<file path="config.mk">
export PLATFORM = sky130hd
export DESIGN_NAME = rf_wb_arbiter
export DESIGN_NICKNAME = d
export VERILOG_FILES = /design/src/rtl/rf_wb_arbiter_pkg.sv /design/src/rtl/rf_wb_arbiter_rr_pick.sv /design/src/rtl/rf_wb_arbiter.sv
export SDC_FILE = /design/constraint.sdc
export NUM_CORES = 1
export LEC_CHECK = 0
export ABC_CLOCK_PERIOD_IN_PS = 5050
export CAP_MARGIN = 0
export CORE_AREA = 4 4 113 115
export CTS_CLUSTER_DIAMETER = 80
export DETAILED_ROUTE_END_ITERATION = 8
export DIE_AREA = 0 0 117 119
export HOLD_SLACK_MARGIN = 0.03
export PLACE_DENSITY_LB_ADDON = 0.05
export SYNTH_ARGS = -nofsm -noshare
export SYNTH_HDL_FRONTEND = slang
export SYNTH_HIERARCHICAL = 1
export SYNTH_SLANG_ARGS = --single-unit
</file>
<file path="constraint.sdc">
create_clock -name i_clk -period 5.05 [get_ports i_clk]
set_clock_uncertainty 0.2 [all_clocks]
set_input_delay 1.01 -clock i_clk [delete_from_list [all_inputs] [get_ports i_clk]]
set_output_delay 1.01 -clock i_clk [all_outputs]
set_load 0.01 [all_outputs]
</file>
<file path="src/rtl/rf_wb_arbiter_pkg.sv">
// ---------------------------------------------------------------------------
// rf_wb_arbiter_pkg
// Shared width defaults and requester index constants for the register-file
// write-back arbiter, plus a small modulo-increment helper.
//   REG_AW / REG_DW : default register address / data widths
//   WB_NREQ         : default number of write-back requesters
//   WB_ALU/MEM/MDU  : requester index of each write-back source
// ---------------------------------------------------------------------------
package rf_wb_arbiter_pkg;

    localparam int unsigned REG_AW  = 5;
    localparam int unsigned REG_DW  = 32;
    localparam int unsigned WB_NREQ = 3;

    localparam int unsigned WB_ALU = 0;
    localparam int unsigned WB_MEM = 1;
    localparam int unsigned WB_MDU = 2;

    // (idx + 1) mod n, for idx already in 0..n-1
    function automatic int unsigned wb_wrap_inc(input int unsigned idx, input int unsigned n);
        return (idx + 1 >= n) ? 0 : idx + 1;
    endfunction

endpackage

</file>
<file path="src/rtl/rf_wb_arbiter_rr_pick.sv">
// ---------------------------------------------------------------------------
// rr_pick
// Round-robin priority picker. Scans the request vector starting at i_ptr,
// wrapping modulo NREQ, and grants the first set bit.
//   i_req   : request bits
//   i_ptr   : highest-priority index for this cycle
//   o_gnt   : one-hot grant (zero when nothing requested)
//   o_idx   : binary index of the granted request
//   o_found : some request was granted
// ---------------------------------------------------------------------------
module rr_pick
    import rf_wb_arbiter_pkg::*;
#(
    parameter int unsigned NREQ = WB_NREQ,
    parameter int unsigned PW   = $clog2(NREQ)
) (
    input  logic [NREQ-1:0] i_req,
    input  logic [PW-1:0]   i_ptr,
    output logic [NREQ-1:0] o_gnt,
    output logic [PW-1:0]   o_idx,
    output logic            o_found
);

    always_comb begin
        int unsigned w_pos;
        o_gnt   = '0;
        o_idx   = '0;
        o_found = 1'b0;
        for (int unsigned k = 0; k < NREQ; k++) begin
            w_pos = 32'(i_ptr) + k;
            if (w_pos >= NREQ) begin
                w_pos = w_pos - NREQ;
            end
            if (!o_found && i_req[w_pos[PW-1:0]]) begin
                o_found                = 1'b1;
                o_idx                  = w_pos[PW-1:0];
                o_gnt[w_pos[PW-1:0]]   = 1'b1;
            end
        end
    end

endmodule

</file>
<file path="src/rtl/rf_wb_arbiter.sv">
// ---------------------------------------------------------------------------
// rf_wb_arbiter
// Shares the register file's single write port between NREQ write-back
// requesters. One round-robin grant per cycle; the granted {addr, data} is
// registered into a one-cycle write pulse. Writes to register 0 are consumed
// but never raise o_rf_we.
//
// Optional feature (macro RF_WB_BYPASS_EN): forward the in-flight write to
// the two read ports. Without the macro the read ports pass through.
//
// Ports:
//   i_clk, i_rst_n          : clock, async active-low reset
//   i_wb_en                 : low blocks all grants
//   i_req_valid/o_req_ready : per-requester handshake (ready is one-hot/zero)
//   i_req_addr/i_req_data   : packed per-requester address / data
//   o_rf_we/waddr/wdata     : registered register-file write port
//   i_rd_a1/a2, i_rf_rd1/2  : read addresses and raw read data
//   o_fwd_rd1/2             : read data after optional forwarding
// ---------------------------------------------------------------------------
module rf_wb_arbiter
    import rf_wb_arbiter_pkg::*;
#(
    parameter int unsigned NREQ = WB_NREQ,
    parameter int unsigned DW   = REG_DW,
    parameter int unsigned AW   = REG_AW
) (
    input  logic               i_clk,
    input  logic               i_rst_n,
    input  logic               i_wb_en,
    input  logic [NREQ-1:0]    i_req_valid,
    output logic [NREQ-1:0]    o_req_ready,
    input  logic [NREQ*AW-1:0] i_req_addr,
    input  logic [NREQ*DW-1:0] i_req_data,
    output logic               o_rf_we,
    output logic [AW-1:0]      o_rf_waddr,
    output logic [DW-1:0]      o_rf_wdata,
    input  logic [AW-1:0]      i_rd_a1,
    input  logic [AW-1:0]      i_rd_a2,
    input  logic [DW-1:0]      i_rf_rd1,
    input  logic [DW-1:0]      i_rf_rd2,
    output logic [DW-1:0]      o_fwd_rd1,
    output logic [DW-1:0]      o_fwd_rd2
);

    localparam int unsigned PW = $clog2(NREQ);

    logic [PW-1:0]   r_ptr;
    logic            r_we;
    logic [AW-1:0]   r_waddr;
    logic [DW-1:0]   r_wdata;

    logic [NREQ-1:0] w_req;
    logic [NREQ-1:0] w_gnt;
    logic [PW-1:0]   w_idx;
    logic            w_found;
    logic [PW-1:0]   w_ptr_nxt;
    logic [AW-1:0]   w_sel_addr;
    logic [DW-1:0]   w_sel_data;

    // Masking with reset keeps ready low while the block is held in reset.
    assign w_req = i_req_valid & {NREQ{i_wb_en & i_rst_n}};

    rr_pick #(
        .NREQ (NREQ),
        .PW   (PW)
    ) u_rr_pick (
        .i_req   (w_req),
        .i_ptr   (r_ptr),
        .o_gnt   (w_gnt),
        .o_idx   (w_idx),
        .o_found (w_found)
    );

    assign o_req_ready = w_gnt;
    assign w_sel_addr  = i_req_addr[32'(w_idx) * AW +: AW];
    assign w_sel_data  = i_req_data[32'(w_idx) * DW +: DW];
    assign w_ptr_nxt   = PW'(wb_wrap_inc(32'(w_idx), NREQ));

    always_ff @(posedge i_clk or negedge i_rst_n) begin
        if (!i_rst_n) begin
            r_ptr   <= '0;
            r_we    <= 1'b0;
            r_waddr <= '0;
            r_wdata <= '0;
        end else if (w_found) begin
            r_ptr   <= w_ptr_nxt;
            // Register 0 is hard-wired: transfer is consumed, write suppressed.
            r_we    <= (w_sel_addr != '0);
            r_waddr <= w_sel_addr;
            r_wdata <= w_sel_data;
        end else begin
            r_we    <= 1'b0;
        end
    end

    assign o_rf_we    = r_we;
    assign o_rf_waddr = r_waddr;
    assign o_rf_wdata = r_wdata;

`ifdef RF_WB_BYPASS_EN
    always_comb begin
        o_fwd_rd1 = i_rf_rd1;
        o_fwd_rd2 = i_rf_rd2;
        if (r_we && (i_rd_a1 == r_waddr) && (i_rd_a1 != '0)) begin
            o_fwd_rd1 = r_wdata;
        end
        if (r_we && (i_rd_a2 == r_waddr) && (i_rd_a2 != '0)) begin
            o_fwd_rd2 = r_wdata;
        end
    end
`else
    logic w_unused_rd_addr;
    assign w_unused_rd_addr = ^{i_rd_a1, i_rd_a2};
    assign o_fwd_rd1        = i_rf_rd1;
    assign o_fwd_rd2        = i_rf_rd2;
`endif

endmodule
</file>
-- Yosys cells after proc, flatten, opt, wreduce, memory -nomap -nowiden
Cells that the tools add are included.
- input bits: 191
- register bits after elaboration: 40
- word-level logic and storage cells: 61
- output and inout bits: 105
- muxes and demuxes: 26
- reduce and logical (&&, ||, !) cells: 8
- bitwise gates (word level): 4
- shift operators: 2
- add/sub/neg operators: 6
- $mul: 1
- $lt $le $gt $ge: 10
- operators by type and width (operator ; count):
    96-bit by 8-bit variable part select with 32-bit output ; 1
    15-bit by 6-bit variable part select with 5-bit output ; 1
    2-bit two-way mux ; 7
    1-bit two-way mux ; 10
    3-bit by 2-bit >= comparator with 1-bit output (second input constant) ; 3
    2-bit by 3-bit less-than comparator with 1-bit output (second input constant) ; 3
    3-bit two-way mux ; 3
    2-bit by 1-bit adder with 3-bit output (second input constant) ; 2
    1-bit binary-select mux with 2-bit select ; 3
    1-bit demux with 2-bit select ; 3
    2-bit by 1-bit >= comparator with 1-bit output (second input constant) ; 3
    3-bit OR ; 2
    2-bit subtractor (second input constant) ; 3
    1-bit logical AND ; 5
    2-bit by 3-bit multiplier with 5-bit output (second input constant) ; 1
    5-bit nonzero test ; 1
    2-bit by 2-bit adder with 3-bit output (second input constant) ; 1
    3-bit bitwise AND ; 1
    2-bit >= comparator (second input constant) ; 1
    1-bit logical NOT ; 2
    1-bit bitwise AND ; 1

-- Longest topological paths before layout
- word-level depth: 15
- gate-level depth with buffers: 13
- mapped depth without buffers: 10

-- By module
The synthesis kept the hierarchy.
- modules (own cells, without submodules) (module ; seq. area each (µm²) ; area an instance (µm²) ; cells an instance ; instances):
    rf_wb_arbiter ; 1001.0 ; 2650.0 ; 302 ; 1
    rr_pick ; 0.0 ; 281.5 ; 41 ; 1

-- Worst setup path before layout
OpenSTA, ideal clock, no wires.
- path kind: input to register
- start: in i_req_valid[0]
- end: reg r_we, in the netlist o_rf_we
- buffers on the path: 1
- arrival time: 2.770 ns
- library setup time: 0.136 ns
- required time: 4.714 ns
- stages: 10
- path slack: 1.944 ns
- cells stage by stage: and3_1 mux2i_1 o21ai_1 a21oi_1 o21ai_0 buf_6 mux2i_1 o2bb2ai_1 nor4_1 a21oi_1
- word-level cells in the longest chain between the ends: 14
- elaborated cells between the ends (all ways): 21
- those cells by class: mul: 1; shift: 1; mux: 13; bitwise: 1; reduce/logical: 5
- RTL lines (what ; RTL line ; source):
    from (decl) ; rf_wb_arbiter.sv:30 ; input logic [NREQ-1:0] i_req_valid,
    3-bit bitwise AND (*) ; rf_wb_arbiter.sv:61 ; assign w_req = i_req_valid & {NREQ{i_wb_en & i_rst_n}};
    1-bit binary-select mux with 2-bit select ; rf_wb_arbiter_rr_pick.sv:34 ; if (!o_found && i_req[w_pos[PW-1:0]]) begin
    1-bit two-way mux (not written as such) ; rf_wb_arbiter_rr_pick.sv:34 ;
    1-bit two-way mux ; rf_wb_arbiter_rr_pick.sv:34 ;
    1-bit logical NOT ; rf_wb_arbiter_rr_pick.sv:34 ;
    1-bit logical AND ; rf_wb_arbiter_rr_pick.sv:34 ;
    1-bit two-way mux ; rf_wb_arbiter_rr_pick.sv:34 ;
    1-bit logical NOT ; rf_wb_arbiter_rr_pick.sv:34 ;
    1-bit logical AND ; rf_wb_arbiter_rr_pick.sv:34 ;
    2-bit two-way mux (*) ; rf_wb_arbiter_rr_pick.sv:34 ;
    via w_idx[1] ; rf_wb_arbiter.sv:54 ; logic [PW-1:0] w_idx;
    2-bit by 3-bit multiplier with 5-bit output (*) ; rf_wb_arbiter.sv:75 ; assign w_sel_addr = i_req_addr[32'(w_idx) * AW +: AW];
    15-bit by 6-bit variable part select with 5-bit output (*) ; rf_wb_arbiter.sv:75 ;
    5-bit nonzero test (*) ; rf_wb_arbiter.sv:88 ; r_we <= (w_sel_addr != '0);
    1-bit two-way mux (*) ; rf_wb_arbiter.sv:85 ; end else if (w_found) begin
    to (signal assigned) ; rf_wb_arbiter.sv:88 ;
    to (decl) ; rf_wb_arbiter.sv:48 ; logic r_we;
The timed path passes the listed nets; every way through them passes the cells marked *. The select of a mux whose other input is x is not followed.
A chain may end at the register's enable or synchronous reset.

-- Worst setup path in the final report
- start: in i_wb_en
- end: out o_req_ready[0]
- word-level cells in the longest chain between the ends: 11
- elaborated cells between the ends (all ways): 19
- those cells by class: mux: 11; bitwise: 4; reduce/logical: 4
- RTL lines (what ; RTL line ; source):
    from (decl) ; rf_wb_arbiter.sv:29 ; input logic i_wb_en,
    1-bit bitwise AND (*) ; rf_wb_arbiter.sv:61 ;
    3-bit bitwise AND (*) ; rf_wb_arbiter.sv:61 ;
    via w_req[1] ; rf_wb_arbiter.sv:52 ; logic [NREQ-1:0] w_req;
    1-bit binary-select mux with 2-bit select ; rf_wb_arbiter_rr_pick.sv:34 ;
    1-bit two-way mux (not written as such) ; rf_wb_arbiter_rr_pick.sv:34 ;
    1-bit two-way mux ; rf_wb_arbiter_rr_pick.sv:34 ;
    1-bit logical NOT ; rf_wb_arbiter_rr_pick.sv:34 ;
    1-bit logical AND ; rf_wb_arbiter_rr_pick.sv:34 ;
    1-bit two-way mux ; rf_wb_arbiter_rr_pick.sv:34 ;
    1-bit logical NOT ; rf_wb_arbiter_rr_pick.sv:34 ;
    1-bit logical AND ; rf_wb_arbiter_rr_pick.sv:34 ;
    3-bit two-way mux (*) ; rf_wb_arbiter_rr_pick.sv:34 ;
    to (decl) ; rf_wb_arbiter.sv:31 ; output logic [NREQ-1:0] o_req_ready,
Marked as above.

==> run_results.csv <==
group,metric,value,unit
sta,rsz0062_at_grt,"no",
synth,synth_edf_count,0,
routing,antenna_left,0,
clock_tree,cts_max_level,2,
floorplan,io_pins,296,
worst_hold_path,hold_path_class,"register to register",
power,peakVddDrop,0.223,mV
placed_design,place_ws,0.619,ns
setup_path,crit_type,"primary input to output pin",
clock_tree,clkLatencyLatePin,0.28,ns
placed_design,place_hpwl,7080,um
synth,ys.warnings.count,6,
setup_path,end_kind,"output pin",
synth,synth_compound_area_frac,0.169,
setup_path,cpMostUsedCell,"clkdlybuf4s50_1",
floorplan,core_area,11800,um2
power,power_leakage,1.67,nW
sta,timing.hold.ws,0.305,ns
synth,synthArstFlopShare,1.00,
power,comb_power_share,0.597,
floorplan,rows,40,
cells_and_area,syn_to_final_growth,47.3,%
floorplan,die_height,119,um
global_routing,grt_pass1_wl,14600,um
setup_path,arrival,3.04,ns
floorplan,die-area,13900,um2
cells_and_area,fillers,1267,
cells_and_area,drive_above_1_share,0.0654,
setup_path,critPathMaxFanout,7,
global_routing,grt_max_degree,63,
sta,fin_crit_sh,0.841,
sta,drv_slew,0,
routing,firstDrtPassIters,4,
power,p_sw_frac,0.402,
worst_hold_path,hold_path_startpoint,"o_rf_waddr[2]",
routing,drtIter0Drc,59,
global_routing,antenna_found_initial,1,
clock_tree,cts_tree,"done",
synth,synth_top_flop_cell,"dfrtp_1",
floorplan,initial_core_util,0.248,
sta,fin_crit,4.25,ns
synth,synth-simple-area-share,0.131,
routing,num_vias,2591,
routing,wl_per_cell,16.4,um
global_routing,track_usage,0.135,
power,powerDensity,560,nW/um2
sta,finalSetupViolCount,0,
power,seq_power_share,0.240,
sta,max_freq,235,MHz
sta,relSlewSlack,0.364,
clock_tree,clk_path_buf_depth,2,
synth,syn_nets,538,
setup_path,cp-start-kind,"primary input",
global_routing,grt_overflow_total,0,
cells_and_area,num-nets-final,622,
placed_design,gp_congestion,0.767,
clock_tree,ctsHoldBuffers,0,
clock_tree,postCtsSetupBuffers,0,
setup_path,crit_path_top_delay_cell,"clkdlybuf4s50_1",
setup_path,timing.critical_path.cells,"clkdlybuf4s50_1 > and3_1 > mux2i_4 > o21ai_2 > a21oi_1 > a22oi_1 > clkdlybuf4s50_1",
worst_hold_path,hold-path-cell-count,1,
clock_tree,numCtsBuffers,5,
job,drv_cap,0,
setup_path,startpoint,"i_wb_en",
global_routing,grt_pass1_vias,2754,
synth,ys_types,34,
setup_path,worstPathRequired,3.84,ns
synth,ys_ff_latch,40,
synth,syn-cell-area,2930,um2
synth,ys_seq_area_frac,0.341,
clock_tree,cts_root_buf,"clkbuf_16",
setup_path,reg2reg_from,"r_ptr[1]",
sta,tns,0,ns
routing,wl,9420,um
power,p_sw,0.972,mW
routing,drc,0,
synth,synth_xor_area_frac,0,
clock_tree,cts.sinks,40,
floorplan,die_width,117,um
power,p_clk_frac,0.163,
setup_path,r2r_cells,10,
routing,viasPerCell,4.51,
synth,synthAdderAreaFrac,0.0171,
sta,hold_viol,0,
synth,syn_inst,343,
setup_path,critical-path-max-stage-delay,0.57,ns
power,intPower,1.45,mW
run_status,status,"finished clean",
synth,avgSynthCellArea,8.55,um2
clock_tree,clkTransAtPathRegs,0.06,ns
clock_tree,ctsResizeCount,0,
synth,synth_mux_area_frac,0.129,
placed_design,place.port_buffers,157,
sta,fin_ws,0.802,ns
synth,synth_top_family_by_area,"buffers and inverters",
sta,max_slew.worst_pin.slew,0.952,ns
cells_and_area,n_antenna_cell,0,
==> flip-flops by register name, summed over array words and instances (netlist names) <==
register / flops
o_rf_waddr: 5
r_ptr: 2
o_rf_we: 1
o_rf_wdata: 32
==> layout by cell type, fill, tap and decap left out, types with 2 or more instances in the layout <==
master,synthesis,final
inv_1,3,3
clkbuf_16,0,5
a21oi_1,55,54
o21ai_0,5,4
nand3b_1,3,3
mux2i_1,30,30
mux2_2,5,5
buf_4,67,4
ha_1,4,4
nand2_1,13,13
clkdlybuf4s50_1,0,156
a221oi_1,9,9
dfrtp_1,40,40
o2bb2ai_1,4,4
and3_1,3,3
o21ai_1,10,10
nor2_1,60,60
clkbuf_8,0,2
==> logic make-up after synthesis <==
group / Yosys count
AO/OA/AOI/OAI: 87
adder cells (fa/ha/maj): 4
buffers and inverters: 88
flip-flops: 40
multiplexers: 36
AND/OR/NAND/NOR: 88
==> stage by stage <==
| stage | total power [mW] | cells | instance area, um2 | utilization |
|---|---|---|---|---|
| finish | 2.42 | 575 | 4320 | 0.366 |
| global route | 2.64 | 575 | 4320 | 0.366 |
| CTS | 2.48 | 575 | 4320 | 0.366 |
| detailed placement | 2.07 | 567 | 4140 | 0.350 |
| global placement | 2.06 | 567 | 4140 | 0.350 |
| floorplan | 1.49 | 343 | 2930 | - |
==> cell usage after synthesis, types with 4 or more instances <==
cell type | instances | area (um2)
mux2i_1 | 30 | 300
o2bb2ai_1 | 4 | 35.0
ha_1 | 4 | 50.1
o21ai_1 | 10 | 50.1
buf_2 | 7 | 35.0
mux2_2 | 5 | 56.3
buf_4 | 67 | 503
nand2_1 | 13 | 48.8
o21ai_0 | 5 | 25.0
clkbuf_1 | 5 | 18.8
a221oi_1 | 9 | 78.8
a21oi_1 | 55 | 275
nor2_1 | 60 | 225
dfrtp_1 | 40 | 1000
==> path summary, 6_finish.rpt <==
check	end	slack (ns)
max	o_req_ready[0]	0.80
min	o_rf_waddr[2]	0.30
max reg2reg	o_rf_we	1.51
min reg2reg	o_rf_waddr[2]	0.30
max in group asynchronous	o_rf_wdata[12]	3.63
min in group asynchronous	o_rf_wdata[14]	0.64
==> worst max-delay path, delay by kind of cell <==
family	cells	cell delay [ns]
buffers and inverters	2	1.05
AO/OA/AOI/OAI	3	0.57
AND/OR/NAND/NOR	1	0.29
multiplexers	1	0.12
==> power groups by stage <==
stage / clock network [mW] / logic, mW / registers [mW]
global placement: 0 / 1.48 / 0.582
finish: 0.393 / 1.44 / 0.581
global route: 0.420 / 1.61 / 0.605
floorplan: 0 / 0.838 / 0.655
detailed placement: 0 / 1.48 / 0.585
CTS: 0.408 / 1.49 / 0.585
==> layout make-up <==
| cell class | instances | area, um2 | share of cell area |
|---|---|---|---|
| sequential | 40 | 1000 | 0.232 |
| clock inverter | 1 | 30.0 | 0.00695 |
| timing repair buffer | 161 | 1600 | 0.370 |
| clock buffer | 7 | 153 | 0.0353 |
| multi-input combinational | 215 | 1340 | 0.310 |
| tap | 147 | 184 | 0.0426 |
| inverter | 4 | 15.0 | 0.00348 |
==> layer usage <==
layer	track usage	vias to the layer above	wire length, um
met1	0.148	1174	3510
met2	0.225	107	4650
met3	0.0706	29	1070
met5	0	-	20
li1	-	1279	-
met4	0.0409	2	177
Power figures use the tool's default switching activity.
==> patch, RTL diff (same settings) <==
Make the reset (`i_rst_n`) synchronous in one clocked block. Comments in the files are not updated.
--- a/src/rtl/rf_wb_arbiter.sv
+++ b/src/rtl/rf_wb_arbiter.sv
@@ -76,7 +76,7 @@
     assign w_sel_data  = i_req_data[32'(w_idx) * DW +: DW];
     assign w_ptr_nxt   = PW'(wb_wrap_inc(32'(w_idx), NREQ));
 
-    always_ff @(posedge i_clk or negedge i_rst_n) begin
+    always_ff @(posedge i_clk) begin
         if (!i_rst_n) begin
             r_ptr   <= '0;
             r_we    <= 1'b0;
Behaviour: differs if i_rst_n is asserted again (counterexample within 4 cycles, from zero or initial values and one cycle with i_rst_n low); with i_rst_n held inactive, the same outputs for 4 cycles.
==> patch against the original RTL <==
Worst setup slack got worse by 190 ps. Sequential cell count stayed put. Wire length fell by 5.0%. Area after synthesis fell by 1.7%. Cell area decreased by 1.7%. Largest cell class unchanged.
Power is not compared: it rests on default switching activity, and its combinational part moved more than twofold at a synthesized area within 25%.
==> patch: results (changes against the original RTL) <==
outcome: "completed"
dpl_worst_slack_ps: 601.6  # -17.33 ps
timing.critical_path.from: "i_rst_n"
drt_first_iter_violations: 83  # +41%
post_synth_num_cell_types: 30  # -12%
number_of_antenna_violations_at_the_first_check_in_global_routing: 0  # -1
timing_worst_slew_pin_value_ps: 769.6  # -182.8 ps
first_global_vias: 2724  # -1.1%
viasPerCell: 4.494  # -0.27%
wl_per_cell_um: 15.15  # -7.6%
gp_routability_congestion: 0.7040  # -8.2%
syn_avg_cell_area_um2: 7.942  # -7.1%
muxShareOfSynthArea_pct: 16.41  # +3.5 points
synthFlopType: "sky130_fd_sc_hd__dfxtp_1"
fill_cells: 1263  # -0.32%
crit_path_max_incr_delay_ps: 610  # +40 ps
regToRegStartpoint: "r_ptr[1]"
post_synth_main_area_contributors: "sky130_fd_sc_hd__dfxtp_1 28%, sky130_fd_sc_hd__buf_4 17%, sky130_fd_sc_hd__mux2i_1 16%"
post_route_cells_drive_above_1_share_pct: 4.730  # -1.8 points
totalWireLength_mm: 8.952  # -5.0%
hpwl_dp_mm: 6.787  # -4.1%
p_leak_nw: 1.507
yosysSeqAreaShare_pct: 27.78  # -6.4 points
yosys.area_share.adder_pct: 1.736  # +0.029 points
grt_pass1_wl_mm: 13.74  # -6.1%
complex_gate_fraction_of_the_synthesized_area_pct: 18.66  # +1.7 points
final_net_count: 639  # +2.7%
grt_max_degree: 40  # -37%
cp.arrival_ps: 3230  # +190 ps
cts_post_setup_buffers_inserted: 0  # unchanged
placed_cell_area_mm2: 0.004111  # -0.61%
globalRouteTotalUtil_pct: 12.14  # -1.4 points
synth.top_cells.by_count: "76 x sky130_fd_sc_hd__nor2_1, 65 x sky130_fd_sc_hd__buf_4, 45 x sky130_fd_sc_hd__mux2i_1, 40 x sky130_fd_sc_hd__a21oi_1, 40 x sky130_fd_sc_hd__dfxtp_1"
post_synthesis_net_count: 558  # +3.7%
place.detailed.instances: 584  # +3.0%
==> patch: worst max-delay path, delay by kind of cell <==
| kind | cells | cell delay (ps) |
|---|---|---|
| buffers and inverters | 2 | 1170 |
| AO/OA/AOI/OAI | 3 | 590 |
| AND/OR/NAND/NOR | 1 | 340 |
| multiplexers | 1 | 120 |
==> patch: path summary, 6_finish.rpt <==
kind / endpoint / slack, ps / cells past startpoint
setup / recovery: o_req_ready[0] / 610 / 7
hold reg to reg: o_rf_wdata[18] / 280 / 2
setup reg to reg: o_rf_we / 1860 / 11
hold / removal: o_rf_wdata[18] / 280 / 2
==> patch: area by class of cell <==
class                           instances  area [µm²]  share of cell area (%)
Inverter                                4       15.01                  0.3537
Clock inverter                          1       5.005                  0.1179
Multi-Input combinational cell        230        1483                   34.92
Tap cell                              147       183.9                   4.332
Sequential cell                        40       800.8                   18.86
Clock buffer                            6       128.9                   3.036
Timing Repair Buffer                  163        1629                   38.37
==> patch: power groups by stage <==
stage / logic [mW] / registers [mW] / clock network (mW)
final: 0.640 / 0.419 / 0.296
after global routing: 0.712 / 0.430 / 0.323
after CTS: 0.655 / 0.420 / 0.310
after detailed placement: 0.652 / 0.426 / 0
after global placement: 0.650 / 0.424 / 0
after floorplan: 0.360 / 0.457 / 0
==> patch: logic make-up (layout without fill, tap and decap cells) <==
family                   Yosys count  in the layout
AO/OA/AOI/OAI                     86             86
adder cells (fa/ha/maj)            4              4
buffers and inverters             93            174
flip-flops                        40             40
multiplexers                      46             46
AND/OR/NAND/NOR                   94             94
==> patch: metal layers <==
| layer | part of all wire, % | vias to the layer above | global-route usage [%] |
|---|---|---|---|
| met2 | 45 | 121 | 20.52 |
| met5 | 0 | - | 0 |
| met3 | 10 | 10 | 4.827 |
| met1 | 44 | 1175 | 14.77 |
| li1 | - | 1350 | - |
| met4 | 0.40 | 0 | 1.720 |
